<file path="src/rtl/seg_scan_scheduler_pkg.sv">
// Shared types and constants for the seg_scan_scheduler 4-digit display controller.
package seg_scan_scheduler_pkg;

  localparam int unsigned DIGITS = 4;
  localparam int unsigned NIB_W  = 4;
  localparam int unsigned SEG_W  = 7;
  localparam int unsigned CAT_W  = 8;
  localparam int unsigned DATA_W = DIGITS * NIB_W;

  typedef enum logic [1:0] {
    ST_DIG0 = 2'd0,
    ST_DIG1 = 2'd1,
    ST_DIG2 = 2'd2,
    ST_DIG3 = 2'd3
  } scan_state_e;

  typedef enum logic {
    RR_A = 1'b0,
    RR_B = 1'b1
  } rr_id_e;

  localparam logic [CAT_W-1:0]  SEG_BLANK = 8'hFF;
  localparam logic [DIGITS-1:0] AN_OFF    = 4'b1111;

  // Active-low g..a patterns
  localparam logic [SEG_W-1:0] SEG_0 = 7'h40;
  localparam logic [SEG_W-1:0] SEG_1 = 7'h79;
  localparam logic [SEG_W-1:0] SEG_2 = 7'h24;
  localparam logic [SEG_W-1:0] SEG_3 = 7'h30;
  localparam logic [SEG_W-1:0] SEG_4 = 7'h19;
  localparam logic [SEG_W-1:0] SEG_5 = 7'h12;
  localparam logic [SEG_W-1:0] SEG_6 = 7'h02;
  localparam logic [SEG_W-1:0] SEG_7 = 7'h78;
  localparam logic [SEG_W-1:0] SEG_8 = 7'h00;
  localparam logic [SEG_W-1:0] SEG_9 = 7'h10;
  localparam logic [SEG_W-1:0] SEG_A = 7'h08;
  localparam logic [SEG_W-1:0] SEG_B = 7'h03;
  localparam logic [SEG_W-1:0] SEG_C = 7'h46;
  localparam logic [SEG_W-1:0] SEG_D = 7'h21;
  localparam logic [SEG_W-1:0] SEG_E = 7'h06;
  localparam logic [SEG_W-1:0] SEG_F = 7'h0E;

  typedef struct packed {
    logic [DATA_W-1:0] digits;
    logic [DIGITS-1:0] dp;
  } frame_t;

endpackage

</file>
<file path="src/rtl/seg_scan_scheduler_hex_decoder.sv">
// Combinational hex nibble to active-low g..a segment pattern.
module seg_hex_decoder
  import seg_scan_scheduler_pkg::*;
(
  input  logic [NIB_W-1:0] hex_i,
  output logic [SEG_W-1:0] seg_o
);

  always_comb begin
    seg_o = SEG_BLANK[SEG_W-1:0];
    case (hex_i)
      4'h0: seg_o = SEG_0;
      4'h1: seg_o = SEG_1;
      4'h2: seg_o = SEG_2;
      4'h3: seg_o = SEG_3;
      4'h4: seg_o = SEG_4;
      4'h5: seg_o = SEG_5;
      4'h6: seg_o = SEG_6;
      4'h7: seg_o = SEG_7;
      4'h8: seg_o = SEG_8;
      4'h9: seg_o = SEG_9;
      4'hA: seg_o = SEG_A;
      4'hB: seg_o = SEG_B;
      4'hC: seg_o = SEG_C;
      4'hD: seg_o = SEG_D;
      4'hE: seg_o = SEG_E;
      4'hF: seg_o = SEG_F;
      default: seg_o = SEG_BLANK[SEG_W-1:0];
    endcase
  end

endmodule

</file>
<file path="src/rtl/seg_scan_scheduler.sv">
// 7-segment scan controller with frame-boundary round-robin arbitration of two requesters.
// Optional SEG_DIM_EN adds a bright[2:0] input and PWM dimming of the active anode.
module seg_scan_scheduler
  import seg_scan_scheduler_pkg::*;
#(
  parameter int unsigned REFRESH_DIV = 100000,
  parameter int unsigned GUARD_CYC   = 500
) (
  input  logic              clk,
  input  logic              rest,
  input  logic              req_a,
  input  logic [DATA_W-1:0] data_a,
  input  logic [DIGITS-1:0] dp_a,
  output logic              gnt_a,
  input  logic              req_b,
  input  logic [DATA_W-1:0] data_b,
  input  logic [DIGITS-1:0] dp_b,
  output logic              gnt_b,
  input  logic              blank,
`ifdef SEG_DIM_EN
  input  logic [2:0]        bright,
`endif
  output logic [DIGITS-1:0] an,
  output logic [CAT_W-1:0]  cat,
  output logic              frame_sync
);

  localparam int unsigned      CNT_W     = (REFRESH_DIV > 1) ? $clog2(REFRESH_DIV) : 1;
  localparam logic [CNT_W-1:0] CNT_LAST  = CNT_W'(REFRESH_DIV - 1);
  localparam logic [CNT_W-1:0] CNT_GUARD = CNT_W'(GUARD_CYC);

  scan_state_e       state_q, state_d;
  logic [CNT_W-1:0]  cnt_q, cnt_d;
  frame_t            frame_q, frame_d;
  logic              valid_q, valid_d;
  rr_id_e            rr_last_q, rr_last_d;
  logic [DIGITS-1:0] an_q, an_d;
  logic [CAT_W-1:0]  cat_q, cat_d;

  logic              boundary_c, grant_a_c, grant_b_c, lit_c, dp_c;
  logic [NIB_W-1:0]  nib_c;
  logic [SEG_W-1:0]  seg_c;

`ifdef SEG_DIM_EN
  logic [2:0] pwm_q;

  always_ff @(posedge clk or negedge rest) begin
    if (!rest) pwm_q <= 3'd0;
    else       pwm_q <= pwm_q + 3'd1;
  end

  assign lit_c = ({1'b0, pwm_q} < ({1'b0, bright} + 4'd1));
`else
  assign lit_c = 1'b1;
`endif

  always_ff @(posedge clk or negedge rest) begin
    if (!rest) begin
      state_q   <= ST_DIG0;
      cnt_q     <= '0;
      frame_q   <= '0;
      valid_q   <= 1'b0;
      rr_last_q <= RR_B;
      an_q      <= AN_OFF;
      cat_q     <= SEG_BLANK;
    end else begin
      state_q   <= state_d;
      cnt_q     <= cnt_d;
      frame_q   <= frame_d;
      valid_q   <= valid_d;
      rr_last_q <= rr_last_d;
      an_q      <= an_d;
      cat_q     <= cat_d;
    end
  end

  // Slot counter and digit sequencing
  always_comb begin
    state_d = state_q;
    cnt_d   = cnt_q + CNT_W'(1);
    if (cnt_q == CNT_LAST) begin
      cnt_d = '0;
      case (state_q)
        ST_DIG0: state_d = ST_DIG1;
        ST_DIG1: state_d = ST_DIG2;
        ST_DIG2: state_d = ST_DIG3;
        default: state_d = ST_DIG0;
      endcase
    end
  end

  // Grants are decided in the last cycle of the frame so the new frame starts clean
  assign boundary_c = (state_q == ST_DIG3) && (cnt_q == CNT_LAST);
  assign grant_a_c  = boundary_c && req_a && (!req_b || (rr_last_q == RR_B));
  assign grant_b_c  = boundary_c && req_b && (!req_a || (rr_last_q == RR_A));
  assign gnt_a      = grant_a_c;
  assign gnt_b      = grant_b_c;
  assign frame_sync = boundary_c;

  always_comb begin
    frame_d   = frame_q;
    valid_d   = valid_q;
    rr_last_d = rr_last_q;
    if (grant_a_c) begin
      frame_d   = '{digits: data_a, dp: dp_a};
      valid_d   = 1'b1;
      rr_last_d = RR_A;
    end else if (grant_b_c) begin
      frame_d   = '{digits: data_b, dp: dp_b};
      valid_d   = 1'b1;
      rr_last_d = RR_B;
    end
  end

  always_comb begin
    nib_c = frame_q.digits[3:0];
    dp_c  = frame_q.dp[0];
    case (state_q)
      ST_DIG1: begin nib_c = frame_q.digits[7:4];   dp_c = frame_q.dp[1]; end
      ST_DIG2: begin nib_c = frame_q.digits[11:8];  dp_c = frame_q.dp[2]; end
      ST_DIG3: begin nib_c = frame_q.digits[15:12]; dp_c = frame_q.dp[3]; end
      default: begin nib_c = frame_q.digits[3:0];   dp_c = frame_q.dp[0]; end
    endcase
  end

  seg_hex_decoder u_hex_decoder (
    .hex_i (nib_c),
    .seg_o (seg_c)
  );

  // Guard interval, blanking and an empty frame all keep the pins dark
  always_comb begin
    an_d  = AN_OFF;
    cat_d = SEG_BLANK;
    if (valid_q && !blank && lit_c && (cnt_q >= CNT_GUARD)) begin
      an_d  = ~(DIGITS'(1) << state_q);
      cat_d = {~dp_c, seg_c};
    end
  end

  assign an  = an_q;
  assign cat = cat_q;

endmodule

</file>
<file path="config.mk">
export PLATFORM = sky130hd
export DESIGN_NAME = seg_scan_scheduler
export DESIGN_NICKNAME = d
export VERILOG_FILES = /design/src/rtl/seg_scan_scheduler_pkg.sv /design/src/rtl/seg_scan_scheduler_hex_decoder.sv /design/src/rtl/seg_scan_scheduler.sv
export SDC_FILE = /design/constraint.sdc
export NUM_CORES = 1
export LEC_CHECK = 0
export BUFFER_PORTS_ARGS = -buffer_cell sky130_fd_sc_hd__clkbuf_2
export CORE_MARGIN = 5
export CORE_UTILIZATION = 45
export DETAILED_ROUTE_END_ITERATION = 8
export GPL_TIMING_DRIVEN = 0
export HOLD_SLACK_MARGIN = 0.15
export PLACE_DENSITY = 0.7
export SETUP_SLACK_MARGIN = 0.05
export SYNTH_ARGS = -nofsm -noshare
export SYNTH_HDL_FRONTEND = slang
export SYNTH_SLANG_ARGS = --single-unit
export TNS_END_PERCENT = 20
</file>
<file path="constraint.sdc">
create_clock -name clk -period 1.92 [get_ports clk]
set_input_delay 0.192 -clock clk [delete_from_list [all_inputs] [get_ports clk]]
set_output_delay 0.192 -clock clk [all_outputs]
set_load 0.05 [all_outputs]
</file>
==> results.yml <==
power:
  p_sw_uw: 415
  peakVddDrop_uv: 360
  p_sw_share_pct: 22.4
  p_int_mw: 1.44
  seq_power_share_pct: 60.3
  total_leakage_power_nw: 1.91
  combPwrFrac_pct: 6.1
  powerDensity_nw_per_um2: 473
  power_frac_clock_pct: 33.6
sta:
  clock.fmax_ghz: 0.479
  fin_setup_tns_ns: -0.957
  finalCriticalPeriod_ns: 2.09
  slew_headroom_pct: 64.4
  worst_pin_slew_ns: 0.533
  finalClockSkew_ns: 0.0121
  finalCritPeriodShare_pct: 109
  setup_viol: 8
  slew_viol_final: 0
  fin_ws_ns: -0.167
  hold_viol: 0
  rsz0062_at_grt: "true"
clocking:
  clkLatencyLatePin_ns: 0.31
  cts_num_sinks: 53
  htree_num_levels: 2
  cts_tree: "yes"
  clockBufferDepth: 2
  cts_buffers: 5
  clkTransAtPathRegs_ns: 0.10
  clockRootBuffer: "clkbuf_8"
yosys:
  syn_area_per_cell_um2: 10.3
  synthAdderAreaFrac_pct: 5.45
  yosysUniqueCellTypes: 40
  synth_compound_gate_area_share_pct: 11.9
  synthSimpleGateAreaFrac_pct: 15.3
  ys_warn_count: 0
  synth_fp_nets: 324
  synth_xor_area_share_pct: 4.45
  synth-seq-cells: 53
  synthMuxAreaShare_pct: 9.49
  synth_area_um2: 2760
  synth_top_family_by_area: "simple AND/OR/NAND/NOR gates"
  syn_inst: 267
  seq_area_frac_synth_pct: 48.7
global_route:
  grt_pass1_vias: 2478
  antenna_found_initial: 0
  globalRouteMet2Util_pct: 32.0
  grt_pass1_wl_mm: 11.6
  use_met3_pct: 3.26
  overflow: 0
  grt_max_degree: 54
  grt_use_met1_pct: 25.4
  top_usage_layer: "met2"
  track_usage_pct: 19.1
critical_path:
  startpoint: "state_q[0]"
  crit_end: "cat[3]"
  r2r_slack_ns: -0.17
  reg2reg_from: "state_q[0]"
  cp_data_required_time_ns: 2.16
  rr_worst_depth: 9
  start_kind: "flop"
  criticalPathCategory: "reg -> reg"
  worst_setup_path_end_kind: "flop"
  path_max_fanout: 5
  reg2reg_to: "cat[3]"
  arrival_ns: 2.33
place:
  placed_cell_area_um2: 3210
  hpwl_mm: 4.52
  gp_congestion: 0.852
  io_buffers: 59
cells_and_area:
  layout_common_cells: "clkbuf_2, dfrtp_1, nor2_1"
  multiInputGateArea_um2: 1470
  regArea_um2: 1350
  syn_to_final_growth_pct: 42.0
  drive_above_1_share_pct: 40.7
  final_common_cell: "clkbuf_2"
  fillers: 491
  finalInstanceArea_um2: 3910
  insertedDiodeCount: 0
  nets: 432
run_status:
  status: "complete, but fails checks"
  violations: "negative setup slack"
die:
  die_x_um: 88.3
  fp-row-count: 28
  start_util_pct: 46.3
  design.core.area_um2: 5960
  pin_count: 60
  die-area_um2: 7790
  die_y_um: 88.3
drt:
  post_drt_wl_per_cell_um: 15.8
  vias_per_cell: 5.19
  wirelength_mm: 7.13
  drc: 0
  vias: 2342
  drtPass1Iterations: 5
  antenna_left: 0
  drt_iter0_drc: 94
flow_run:
  max-cap-violations: 0
hold_path:
  hold_class: "in -> reg"
worst min path at each step:
stage | startpoint | to | slack, ns | cells after the start
6_report | dp_b[3] | frame_q[3] | 0.16 | 3
3_3_place_gp | data_a[8] | frame_q[12] | 0.44 | 3
4_1_cts | data_b[13] | frame_q[17] | 0.17 | 3
3_5_place_dp | data_a[8] | frame_q[12] | 0.45 | 3
5_1_grt | data_b[3] | frame_q[7] | 0.17 | 3
2_1_floorplan | rest | cnt_q[0] | -0.10 | 0
critical path: stages (launching register included):
cell and delay [ns]:
dfrtp_2 0.46, inv_2 0.08, ha_4 0.17, a222oi_1 0.52, mux2i_4 0.18, inv_2 0.14
ha_4 0.22, nor2_4 0.08, a211oi_2 0.04, o21ai_1 0.14
metrics by stage:
step,std cells,worst slack [ns],hold WS [ns],total power [mW],utilization (%)
after floorplan,267,0.0316,-0.104,1.14,-
after global placement,401,-0.174,0.439,1.21,53.9
after detailed placement,401,-0.223,0.451,1.21,53.9
after CTS,449,-0.174,0.168,1.86,63.9
after global routing,451,-0.238,0.170,1.93,65.7
final,451,-0.167,0.157,1.85,65.7
logic make-up after synthesis:
kind of cell / count (synthesis)
xor gates and xnor gates: 14
DFF: 53
and+or+nand+nor: 83
muxes: 26
AOI/OAI and AO/OA: 51
adders and majority gates: 12
buffers and inverters: 28
synth_stat cells, drive strengths merged:
library cell,count,share of area (%)
dfrtp,40,36
nor2,33,4.5
a21oi,25,4.5
mux2i,25,9.1
nand2,19,2.6
inv,15,2.0
dfstp,13,12
ha,12,5.4
buf,8,2.0
nand3,8,1.5
nand4,8,2.4
xnor2,8,2.5
o21ai,7,1.3
xor2,6,1.9
clkbuf,5,0.68
o221ai,5,1.6
a222oi,4,1.5
nor4,4,1.7
and4,3,0.95
a21boi,2,0.54
a22oi,2,0.54
and2,2,0.45
and3,2,0.45
o31ai,2,0.54
a211oi,1,0.27
a311oi,1,0.54
mux2,1,0.41
nand2b,1,0.23
nor3,1,0.18
o211ai,1,0.27
o2bb2ai,1,0.32
or2,1,0.23
or3,1,0.23
power groups by stage:
stage	clock network, mW	logic [mW]	registers, mW
global route	0.688	0.125	1.12
detailed placement	0	0.0718	1.14
finish	0.623	0.113	1.12
floorplan	0	0.00383	1.14
global placement	0	0.0712	1.14
CTS	0.633	0.105	1.12
registers in the layout, indices dropped and copies added (netlist names):
name       count
frame_q       20
rr_last_q      1
cat            8
an             4
state_q        2
valid_q        1
cnt_q         17
cell type report:
| cell class | instances | share of cell area [%] |
|---|---|---|
| clock buffers | 6 | 1.85 |
| clock inverters | 2 | 0.256 |
| plain buffers | 12 | 2.94 |
| multi-input cells | 186 | 37.5 |
| flip-flops and latches | 53 | 34.5 |
| well taps | 75 | 2.40 |
| repair buffers | 102 | 19.1 |
| inverters | 15 | 1.50 |
timing repair:
action,CTS,global route
gates resized for setup,35,29
setup endpoints to repair,32,35
buffers inserted,19,0
pin swaps,17,20
cloned,0,1
endpoints found under the hold margin,22,16
hold buffers,21,1
per-layer routing:
layer,part of all wire (%),up-vias
li1,-,1157
met1,41,1125
met2,53,58
met3,5.4,2
met4,0.51,0
met5,0,-
No activity file was read; power rests on OpenSTA's default activity.
